File: config.mk
export PLATFORM = sky130hd
export DESIGN_NAME = spi_ram_arbiter
export DESIGN_NICKNAME = d
export VERILOG_FILES = /design/src/rtl/spi_ram_arbiter.sv
export SDC_FILE = /design/constraint.sdc
export NUM_CORES = 1
export LEC_CHECK = 0
export CELL_PAD_IN_SITES_DETAIL_PLACEMENT = 1
export CELL_PAD_IN_SITES_GLOBAL_PLACEMENT = 2
export CORE_MARGIN = 2
export CORE_UTILIZATION = 29
export DETAILED_ROUTE_END_ITERATION = 6
export GPL_ROUTABILITY_DRIVEN = 0
export PLACE_DENSITY = 0.77
export SYNTH_ARGS = -nofsm -noshare
export SYNTH_HDL_FRONTEND = slang
export SYNTH_SLANG_ARGS = --single-unit
File: constraint.sdc
create_clock -name clk -period 2 [get_ports clk]
set_input_delay 0.4 -clock clk [delete_from_list [all_inputs] [get_ports clk]]
set_output_delay 0.4 -clock clk [all_outputs]
set_load 0.03 [all_outputs]
File: src/rtl/spi_ram_arbiter.sv
// spi_ram_arbiter
// Shares one single-port RAM between an SPI slave and a local host port.
// SPI words are decoded into address loads and queued RAM accesses; the
// queued SPI access and host requests are arbitrated round-robin, and read
// data is routed back to whichever side issued the read.

module spi_ram_arbiter #(
   parameter int ADDR_SIZE = 8,
   parameter int DATA_SIZE = 8
) (
   input  logic                 clk,
   input  logic                 rst,
   // SPI slave side
   input  logic [9:0]           spi_rx_data,
   input  logic                 spi_rx_valid,
   output logic [7:0]           spi_tx_data,
   output logic                 spi_tx_valid,
   output logic                 spi_ovf,
   // local host side
   input  logic                 host_req,
   input  logic                 host_we,
   input  logic [ADDR_SIZE-1:0] host_addr,
   input  logic [DATA_SIZE-1:0] host_wdata,
   output logic                 host_gnt,
   output logic                 host_rvalid,
   output logic [DATA_SIZE-1:0] host_rdata,
   // RAM side
   output logic                 ram_en,
   output logic                 ram_we,
   output logic [ADDR_SIZE-1:0] ram_addr,
   output logic [DATA_SIZE-1:0] ram_din,
   input  logic [DATA_SIZE-1:0] ram_dout
);

   typedef enum logic [1:0] {
      ST_IDLE     = 2'd0,
      ST_SPI_ACC  = 2'd1,
      ST_HOST_ACC = 2'd2,
      ST_RD_WAIT  = 2'd3
   } state_t;

   typedef enum logic {
      GRANT_SPI  = 1'b0,
      GRANT_HOST = 1'b1
   } grant_t;

   // SPI command encodings in spi_rx_data[9:8]
   localparam logic [1:0] CMD_WR_ADDR = 2'b00;
   localparam logic [1:0] CMD_RD_ADDR = 2'b10;

   state_t                 state_r;
   grant_t                 last_grant_r;
   grant_t                 cur_src_r;
   logic                   cur_rd_r;

   logic                   rx_valid_prev_r;
   logic [ADDR_SIZE-1:0]   wr_addr_r;
   logic [ADDR_SIZE-1:0]   rd_addr_r;
   logic                   spi_pend_r;
   logic                   spi_op_rd_r;
   logic [DATA_SIZE-1:0]   spi_wdata_r;

   logic                   rise_s;
   logic                   fall_s;
   logic [1:0]             cmd_s;
   logic [7:0]             payload_s;
   logic                   is_access_s;
   logic                   pend_clear_s;
   logic                   accept_s;
   logic                   ovf_s;
   logic                   grant_spi_s;
   logic                   grant_host_s;
   logic [ADDR_SIZE-1:0]   spi_addr_s;
   logic [DATA_SIZE-1:0]   spi_din_s;

   // Edge detection on spi_rx_valid and SPI command/overrun decode
   always_comb begin
      rise_s       = spi_rx_valid & ~rx_valid_prev_r;
      fall_s       = ~spi_rx_valid & rx_valid_prev_r;
      cmd_s        = spi_rx_data[9:8];
      payload_s    = spi_rx_data[7:0];
      // 01 (write) and 11 (read) both carry bit 8 set and need a RAM access
      is_access_s  = cmd_s[0];
      // the pending slot frees at the end of SPI_ACC, so a capture landing on
      // that same edge reuses it instead of overrunning
      pend_clear_s = (state_r == ST_SPI_ACC);
      if (rise_s && is_access_s) begin
         accept_s = ~spi_pend_r | pend_clear_s;
         ovf_s    = spi_pend_r & ~pend_clear_s;
      end else begin
         accept_s = 1'b0;
         ovf_s    = 1'b0;
      end
   end

   // RAM command for the queued SPI access
   always_comb begin
      if (spi_op_rd_r) begin
         spi_addr_s = rd_addr_r;
         spi_din_s  = {DATA_SIZE{1'b0}};
      end else begin
         spi_addr_s = wr_addr_r;
         spi_din_s  = spi_wdata_r;
      end
   end

   // Round-robin arbitration, only evaluated while IDLE
   always_comb begin
      grant_spi_s  = 1'b0;
      grant_host_s = 1'b0;
      if (state_r == ST_IDLE) begin
         if (spi_pend_r && host_req) begin
            // tie: the side that did not win last time goes first
            if (last_grant_r == GRANT_HOST) begin
               grant_spi_s = 1'b1;
            end else begin
               grant_host_s = 1'b1;
            end
         end else if (spi_pend_r) begin
            grant_spi_s = 1'b1;
         end else if (host_req) begin
            grant_host_s = 1'b1;
         end else begin
            grant_spi_s  = 1'b0;
            grant_host_s = 1'b0;
         end
      end else begin
         grant_spi_s  = 1'b0;
         grant_host_s = 1'b0;
      end
   end

   // SPI address registers and previous spi_rx_valid for edge detection
   always_ff @(posedge clk or posedge rst) begin
      if (rst) begin
         rx_valid_prev_r <= 1'b0;
         wr_addr_r       <= {ADDR_SIZE{1'b0}};
         rd_addr_r       <= {ADDR_SIZE{1'b0}};
      end else begin
         rx_valid_prev_r <= spi_rx_valid;
         if (rise_s && (cmd_s == CMD_WR_ADDR)) begin
            wr_addr_r <= ADDR_SIZE'(payload_s);
         end else begin
            wr_addr_r <= wr_addr_r;
         end
         if (rise_s && (cmd_s == CMD_RD_ADDR)) begin
            rd_addr_r <= ADDR_SIZE'(payload_s);
         end else begin
            rd_addr_r <= rd_addr_r;
         end
      end
   end

   // Access FSM: SPI pending slot, RAM sequencing and all registered outputs
   always_ff @(posedge clk or posedge rst) begin
      if (rst) begin
         state_r      <= ST_IDLE;
         last_grant_r <= GRANT_HOST;
         cur_src_r    <= GRANT_HOST;
         cur_rd_r     <= 1'b0;
         spi_pend_r   <= 1'b0;
         spi_op_rd_r  <= 1'b0;
         spi_wdata_r  <= {DATA_SIZE{1'b0}};
         spi_tx_data  <= 8'h00;
         spi_tx_valid <= 1'b0;
         spi_ovf      <= 1'b0;
         host_gnt     <= 1'b0;
         host_rvalid  <= 1'b0;
         host_rdata   <= {DATA_SIZE{1'b0}};
         ram_en       <= 1'b0;
         ram_we       <= 1'b0;
         ram_addr     <= {ADDR_SIZE{1'b0}};
         ram_din      <= {DATA_SIZE{1'b0}};
      end else begin
         spi_ovf <= ovf_s;

         // a new capture wins over the end-of-access clear on the same edge
         if (accept_s) begin
            spi_pend_r  <= 1'b1;
            spi_op_rd_r <= cmd_s[1];
            spi_wdata_r <= DATA_SIZE'(payload_s);
         end else if (pend_clear_s) begin
            spi_pend_r <= 1'b0;
         end else begin
            spi_pend_r <= spi_pend_r;
         end

         // read data to SPI is held until the master starts a new word or ends the frame
         if ((state_r == ST_RD_WAIT) && (cur_src_r == GRANT_SPI)) begin
            spi_tx_valid <= 1'b1;
         end else if (rise_s || fall_s) begin
            spi_tx_valid <= 1'b0;
         end else begin
            spi_tx_valid <= spi_tx_valid;
         end

         case (state_r)
            ST_IDLE: begin
               host_gnt    <= 1'b0;
               host_rvalid <= 1'b0;
               if (grant_spi_s) begin
                  state_r      <= ST_SPI_ACC;
                  last_grant_r <= GRANT_SPI;
                  cur_src_r    <= GRANT_SPI;
                  cur_rd_r     <= spi_op_rd_r;
                  ram_en       <= 1'b1;
                  ram_we       <= ~spi_op_rd_r;
                  ram_addr     <= spi_addr_s;
                  ram_din      <= spi_din_s;
               end else if (grant_host_s) begin
                  state_r      <= ST_HOST_ACC;
                  last_grant_r <= GRANT_HOST;
                  cur_src_r    <= GRANT_HOST;
                  cur_rd_r     <= ~host_we;
                  host_gnt     <= 1'b1;
                  ram_en       <= 1'b1;
                  ram_we       <= host_we;
                  ram_addr     <= host_addr;
                  ram_din      <= host_we ? host_wdata : {DATA_SIZE{1'b0}};
               end else begin
                  state_r <= ST_IDLE;
                  ram_en  <= 1'b0;
                  ram_we  <= 1'b0;
               end
            end
            ST_SPI_ACC, ST_HOST_ACC: begin
               // the strobe lasts exactly one cycle; address/data stay put
               ram_en      <= 1'b0;
               ram_we      <= 1'b0;
               host_gnt    <= 1'b0;
               host_rvalid <= 1'b0;
               state_r     <= cur_rd_r ? ST_RD_WAIT : ST_IDLE;
            end
            ST_RD_WAIT: begin
               ram_en   <= 1'b0;
               ram_we   <= 1'b0;
               host_gnt <= 1'b0;
               if (cur_src_r == GRANT_HOST) begin
                  host_rdata  <= ram_dout;
                  host_rvalid <= 1'b1;
               end else begin
                  spi_tx_data <= 8'(ram_dout);
                  host_rvalid <= 1'b0;
               end
               state_r <= ST_IDLE;
            end
            default: begin
               state_r     <= ST_IDLE;
               ram_en      <= 1'b0;
               ram_we      <= 1'b0;
               host_gnt    <= 1'b0;
               host_rvalid <= 1'b0;
            end
         endcase
      end
   end

endmodule

---- Word-level counts from Yosys, hierarchy flattened ----
Cells that the tools add are included.
cells by class
  reduce and logical (&&, ||, !) cells .... 17
  mux-type cells .......................... 39
  equality and inequality tests ........... 4
  bitwise operators ....................... 11
operators by type and width
  kind                                            count
  2-to-1 mux 8 bit                                7
  2-to-1 mux 1 bit                                24
  case mux 1 bit (2 select lines)                 4
  NOT 1 bit                                       7
  == test 2 bit (second input constant)           3
  2-to-1 mux 2 bit                                3
  case mux 2 bit (3 select lines)                 1
  AND reduction 2 bit                             3
  nonzero test 2 bit                              3
  OR reduction 3 bit                              2
  logical AND 1 bit                               5
  logical NOT 2 bit                               2
  bitwise AND 1 bit                               3
  == test 2 x 1 -> 1 bit (second input constant)  1
  OR reduction 2 bit                              1
  logical OR 1 bit                                1
  OR 1 bit                                        1
storage, ports and cells
  register bits after elaboration ......... 69
  input bits .............................. 39

---- Depth between registers and ports, before layout ----
Gate-level depths: netlist (run 1).
  depth in word-level cells ............... 7
  mapped depth ............................ 7

---- Worst setup path before layout (run 1) ----
No wires, ideal clock.
  path type ............................... reg-to-reg
  start ................................... register state_r[0]
  end ..................................... register ram_din[7]
  slack ................................... 482 ps
  cell stages (with the launch flop) ...... 7
  required time ........................... 1874 ps
  arrival ................................. 1392 ps
  setup time .............................. 126 ps
  cell sequence ........................... dfrtp_1 > inv_1 > ha_1 > o21ai_1 > buf_6 > and2_0 > a221o_1
on the way
  word-level cells in the longest chain between the ends .. 4
  elaborated cells on any way between the ends .. 6
  classes of those cells .................. mux (3); reduce/logical (3)
RTL lines
  what                                  line      text
  start, declared                       51        state_t state_r;
  start signal, assigned                232       state_r <= cur_rd_r ? ST_RD_WAIT : ST_IDLE;
  logical NOT 2 bit (*)                 111, 197
  2-to-1 mux 1 bit                      111       if (state_r == ST_IDLE) begin
  nonzero test 2 bit (no source line)   -
  AND reduction 2 bit (no source line)  -
  end signal, assigned                  173       ram_din <= {DATA_SIZE{1'b0}};
  end signal, assigned                  209       ram_din <= spi_din_s;
  end signal, assigned                  219       ram_din <= host_we ? host_wdata : {DATA_SIZE{1'b0}};
  end, declared                         31        output logic [DATA_SIZE-1:0] ram_din,
Mark *: on every way between the ends. The rest lies on a longest branch, timed or not.
A chain may end at the register's enable or synchronous reset.

---- Worst setup path after layout (run 1) ----
  start ................................... register state_r[0]
  end ..................................... register ram_addr[2]
on the way
  word-level cells in the longest chain between the ends .. 4
  elaborated cells on any way between the ends .. 6
  classes of those cells .................. mux (3); reduce/logical (3)
RTL lines
  what                                  line      text
  logical NOT 2 bit (*)                 111, 197
  2-to-1 mux 1 bit                      111
  nonzero test 2 bit (no source line)   -
  AND reduction 2 bit (no source line)  -
  end signal, assigned                  172       ram_addr <= {ADDR_SIZE{1'b0}};
  end signal, assigned                  208       ram_addr <= spi_addr_s;
  end signal, assigned                  218       ram_addr <= host_addr;
  end, declared                         30        output logic [ADDR_SIZE-1:0] ram_addr,
Marks and branches as above.

==> summary by stage, run 1 <==
Floorplanning
The area enclosed by the die boundary is 10800 um^2. The die height is 104 um. The starting density of the core is 29.8%. The region available for standard cell placement spans 9730 um^2. The count of standard-cell rows is 36. 77 I/O pins were placed.

The floorplan die width is 104 um.

Yosys
The number of nets in the synthesized netlist is 261. After synthesis, the largest area contributor takes up 58.7% of total cell area. A synthesized cell averages 13.4 um^2.

The most common flop cell mapped by yosys is dfrtp_1. Yosys attributes the largest share of cell area to dfrtp_1 (59%), mux2_2 (16%), a221o_1 (2.8%). Of all cell types, the one taking the most synthesized area is dfrtp_1. Counting flops and latches in the post-synthesis netlist gives 69. The count of mapped cells out of synthesis is 217.

Yosys mapped a number of flops with a built-in enable equal to 0. The number of distinct standard cells referenced by the synthesized netlist is 31. The fraction of registers with async set or reset after synthesis is 100%.

The commonest cells after synthesis are dfrtp_1 (68), mux2_2 (41), nand2_1 (14). For this run, the register share of the synthesized area comes to 59.6%. The netlist area before placement is 2900 um^2. The Yosys step of the flow raised 0 warnings. The library cell with the highest instance count after synthesis is dfrtp_1.

Clock network
After clock tree synthesis, the flow added hold-fix buffers numbering 0. TritonCTS built the clock tree. The number of CTS-inserted buffers is 9. Once the clock tree was built, the setup fixing pass inserted 0 buffers. The number of buffers between clock root and the deepest sink is 2.

The deepest level of the CTS H-tree is 3. Clock latency on the worst-skew pair, taken at its later pin, is 0.34 ns. The number of gates resized after cts is 0. For this design, the sink count on the clock tree is 69. The tree is rooted in a clkbuf_8. The clock transition at the registers of the reported paths is 0.08 ns.

Power and ir drop
In this run the power density over the cells is 1530 nW/um^2. The cell leakage power is 0.00180 uW. The worst vdd rail ir drop is 475 uV. Total power for the finished layout comes to 6440 uW.

Worst setup path
The largest single stage delay on the critical path is 0.57 ns. The setup slack of the worst register-to-register path is 0.14 ns. STA classifies the critical path startpoint as a flop.

Measured in cells, the most critical reg-to-reg path has a length of 6. Traced cell by cell, the critical path runs through inv_1 -> ha_1 -> nand2_1 -> a2111oi_1 -> buf_4 -> o31ai_1. The endpoint identified for the worst register-to-register timing path is ram_addr[2]. By startpoint and endpoint, the worst setup path is classified as flop to flop. The critical path contains buffers and inverters numbering 2 combined. At the worst endpoint, the required time is 2.23 ns. The cell family with the largest share of critical-path delay is compound AO/OA/AOI/OAI gates. The worst endpoint data arrival time is 2.09 ns.

The launch point of the worst reg-to-reg path is state_r[0]. The biggest fanout along the worst timing path is 11. The nature of the critical path endpoint is a flop. On the critical path, the stage with the largest delay is an instance of a2111oi_1.

Global routing
The global-route wire length before repair is 12500 um. The pin count of the biggest net entering global routing is 25. The initial antenna violation count was 0. The remaining global-route overflow is 0. The number of global-route vias before repair is 2322. The combined global-route utilization of all metal layers is 14.9%.

Placement
Prior to clock tree synthesis, the placed netlist has a worst setup slack of -0.146 ns. The count of buffers added on input and output ports is 76. The post-placement cell area is 3990 um^2. After legalization and detailed placement, the total HPWL measured 5680 um.

Timing
Static timing analysis puts the maximum clock frequency at 537 MHz. The max-slew headroom at the worst pin is 53.5%. The count of final hold-check violations is 0. For the finished layout, the period the worst path requires is 1.86 ns. The pin slew with the least headroom to its limit is 0.698 ns.

On the final layout, the worst clock skew is 0.00786 ns. Setup slack on the critical path of the routed design comes to 0.139 ns. The fraction of the cycle the final worst path needs is 93.1%. Setup repair after global routing left no endpoint under its margin. The final-report max-slew violation count came to 0. The number of setup violations in the final report is 0.

Finish
Compared with the post-synthesis result, the final layout area differs by 44.8%. The footprint of the multi-input gates is 1080 um^2. At the end of the flow, the number of nets in the layout was 360.

The antenna diode count is 0. The finished cells cover 4200 um^2. Cells fill 43.2% of the core in the end.

Of the cells placed in the final design, the portion with a size suffix greater than 1 is 26.2%. The number of fill cells in the layout is 1042. The area of all sequential standard cells is 1730 um^2.

Routing
The final wirelength is 7680 um. Summing over every cut layer, the via total after detailed routing is 2117. The detailed router finished its first iteration with 58 violations. The first detailed-routing pass took 4 iterations. The average via count per standard cell is 4.66.

In the routed design, unresolved DRC markers number 0. The routed length per instance is 16.9 um. The post-route antenna net violation count is 0.

Outcome
The flow ran to the end, and the final reports show no timing, DRC or antenna violations.

Job
The max-cap violation count is 0.

Worst hold path
The classification of the worst-slack hold path is input pin to async pin.
[cell usage in the layout (no fill, tap or decap), drive strengths merged, types with 6 or more instances in the layout]
cell           Yosys  final
a21oi              8      8
nand2             14     14
and2               9      9
a2111oi            8      8
o31ai              8      8
clkbuf             4     11
inv                7      6
nor2b             11     11
buf                7     23
mux2              41     41
clkdlybuf4s50      0     76
dfrtp             68     68
a221o              8      8
[how the worst max path moves through the flow]
| stage | start | to | slack, ns | cells after the start |
|---|---|---|---|---|
| floorplan | state_r[0] | ram_din[7] | 0.48 | 6 |
| global placement | host_req | ram_addr[0] | -0.13 | 6 |
| detailed placement | host_req | ram_addr[1] | -0.15 | 6 |
| CTS | state_r[1] | ram_addr[2] | 0.08 | 6 |
| global route | state_r[1] | ram_addr[6] | 0.006 | 6 |
| finish | state_r[0] | ram_addr[2] | 0.14 | 6 |
[metal layers]
metal / global-route usage [%] / vias up / wire, um
li1: - / 973 / -
met1: 19.4 / 1088 / 3500
met2: 24.1 / 48 / 3760
met3: 4.01 / 8 / 307
met4: 5.02 / 0 / 110
met5: 0 / - / 0
[power by group]
part	internal [uW]	switching (uW)	leakage (uW)	total, uW
registers	1950	364	0.000842	2320
clock network	644	535	0.000102	1180
logic	1400	1540	0.000859	2940
total	4000	2440	0.00180	6440
[state kept, by name, indices dropped and copies added, names as in the netlist]
| name | flops |
|---|---|
| spi_wdata_r | 8 |
| state_r | 2 |
| host_gnt | 1 |
| host_rvalid | 1 |
| ram_addr | 8 |
| rx_valid_prev_r | 1 |
| cur_rd_r | 1 |
| host_rdata | 8 |
| spi_pend_r | 1 |
| spi_op_rd_r | 1 |
| ram_en | 1 |
| spi_ovf | 1 |
| cur_src_r | 1 |
| ram_din | 8 |
| spi_tx_valid | 1 |
| rd_addr_r | 8 |
| ram_we | 1 |
| spi_tx_data | 8 |
| wr_addr_r | 8 |
[cell families after synthesis]
kind of cell             synth area share (%)
multiplexers                             15.9
flip-flops                               59.6
buffers and inverters                    3.19
adder cells (fa/ha/maj)                  2.16
AO/OA/AOI/OAI                            10.7
AND/OR/NAND/NOR                          8.46
[stage by stage]
step	cells	hold slack (ns)	setup TNS [ns]
2_1_floorplan	217	0.431	0
5_1_grt	454	0.470	0
4_1_cts	454	0.454	0
3_3_place_gp	438	0.462	-0.242
6_report	454	0.439	0
3_5_place_dp	438	0.477	-0.529
[final cells by class]
type	count	area share [%]
timing repair buffer	99	23.4
sequential	69	41.1
multi-input combinational	130	25.8
inverter	7	0.715
clock buffer	11	3.60
clock inverter	5	1.40
tap	133	3.96
(Power assumes the default switching activity.)
==> run 2, diff against run 1 <==
- SLEW_MARGIN: not set -> 10
==> results of run 2 <==
The final DEF is identical to that of run 1; final timing and power are the same.
==> run 3, diff against run 2 <==
- GPL_ROUTABILITY_DRIVEN: 0 -> 1
- HOLD_SLACK_MARGIN: not set -> 0.03
==> results of run 3 <==
The final DEF is identical to that of run 1; final timing and power are the same.
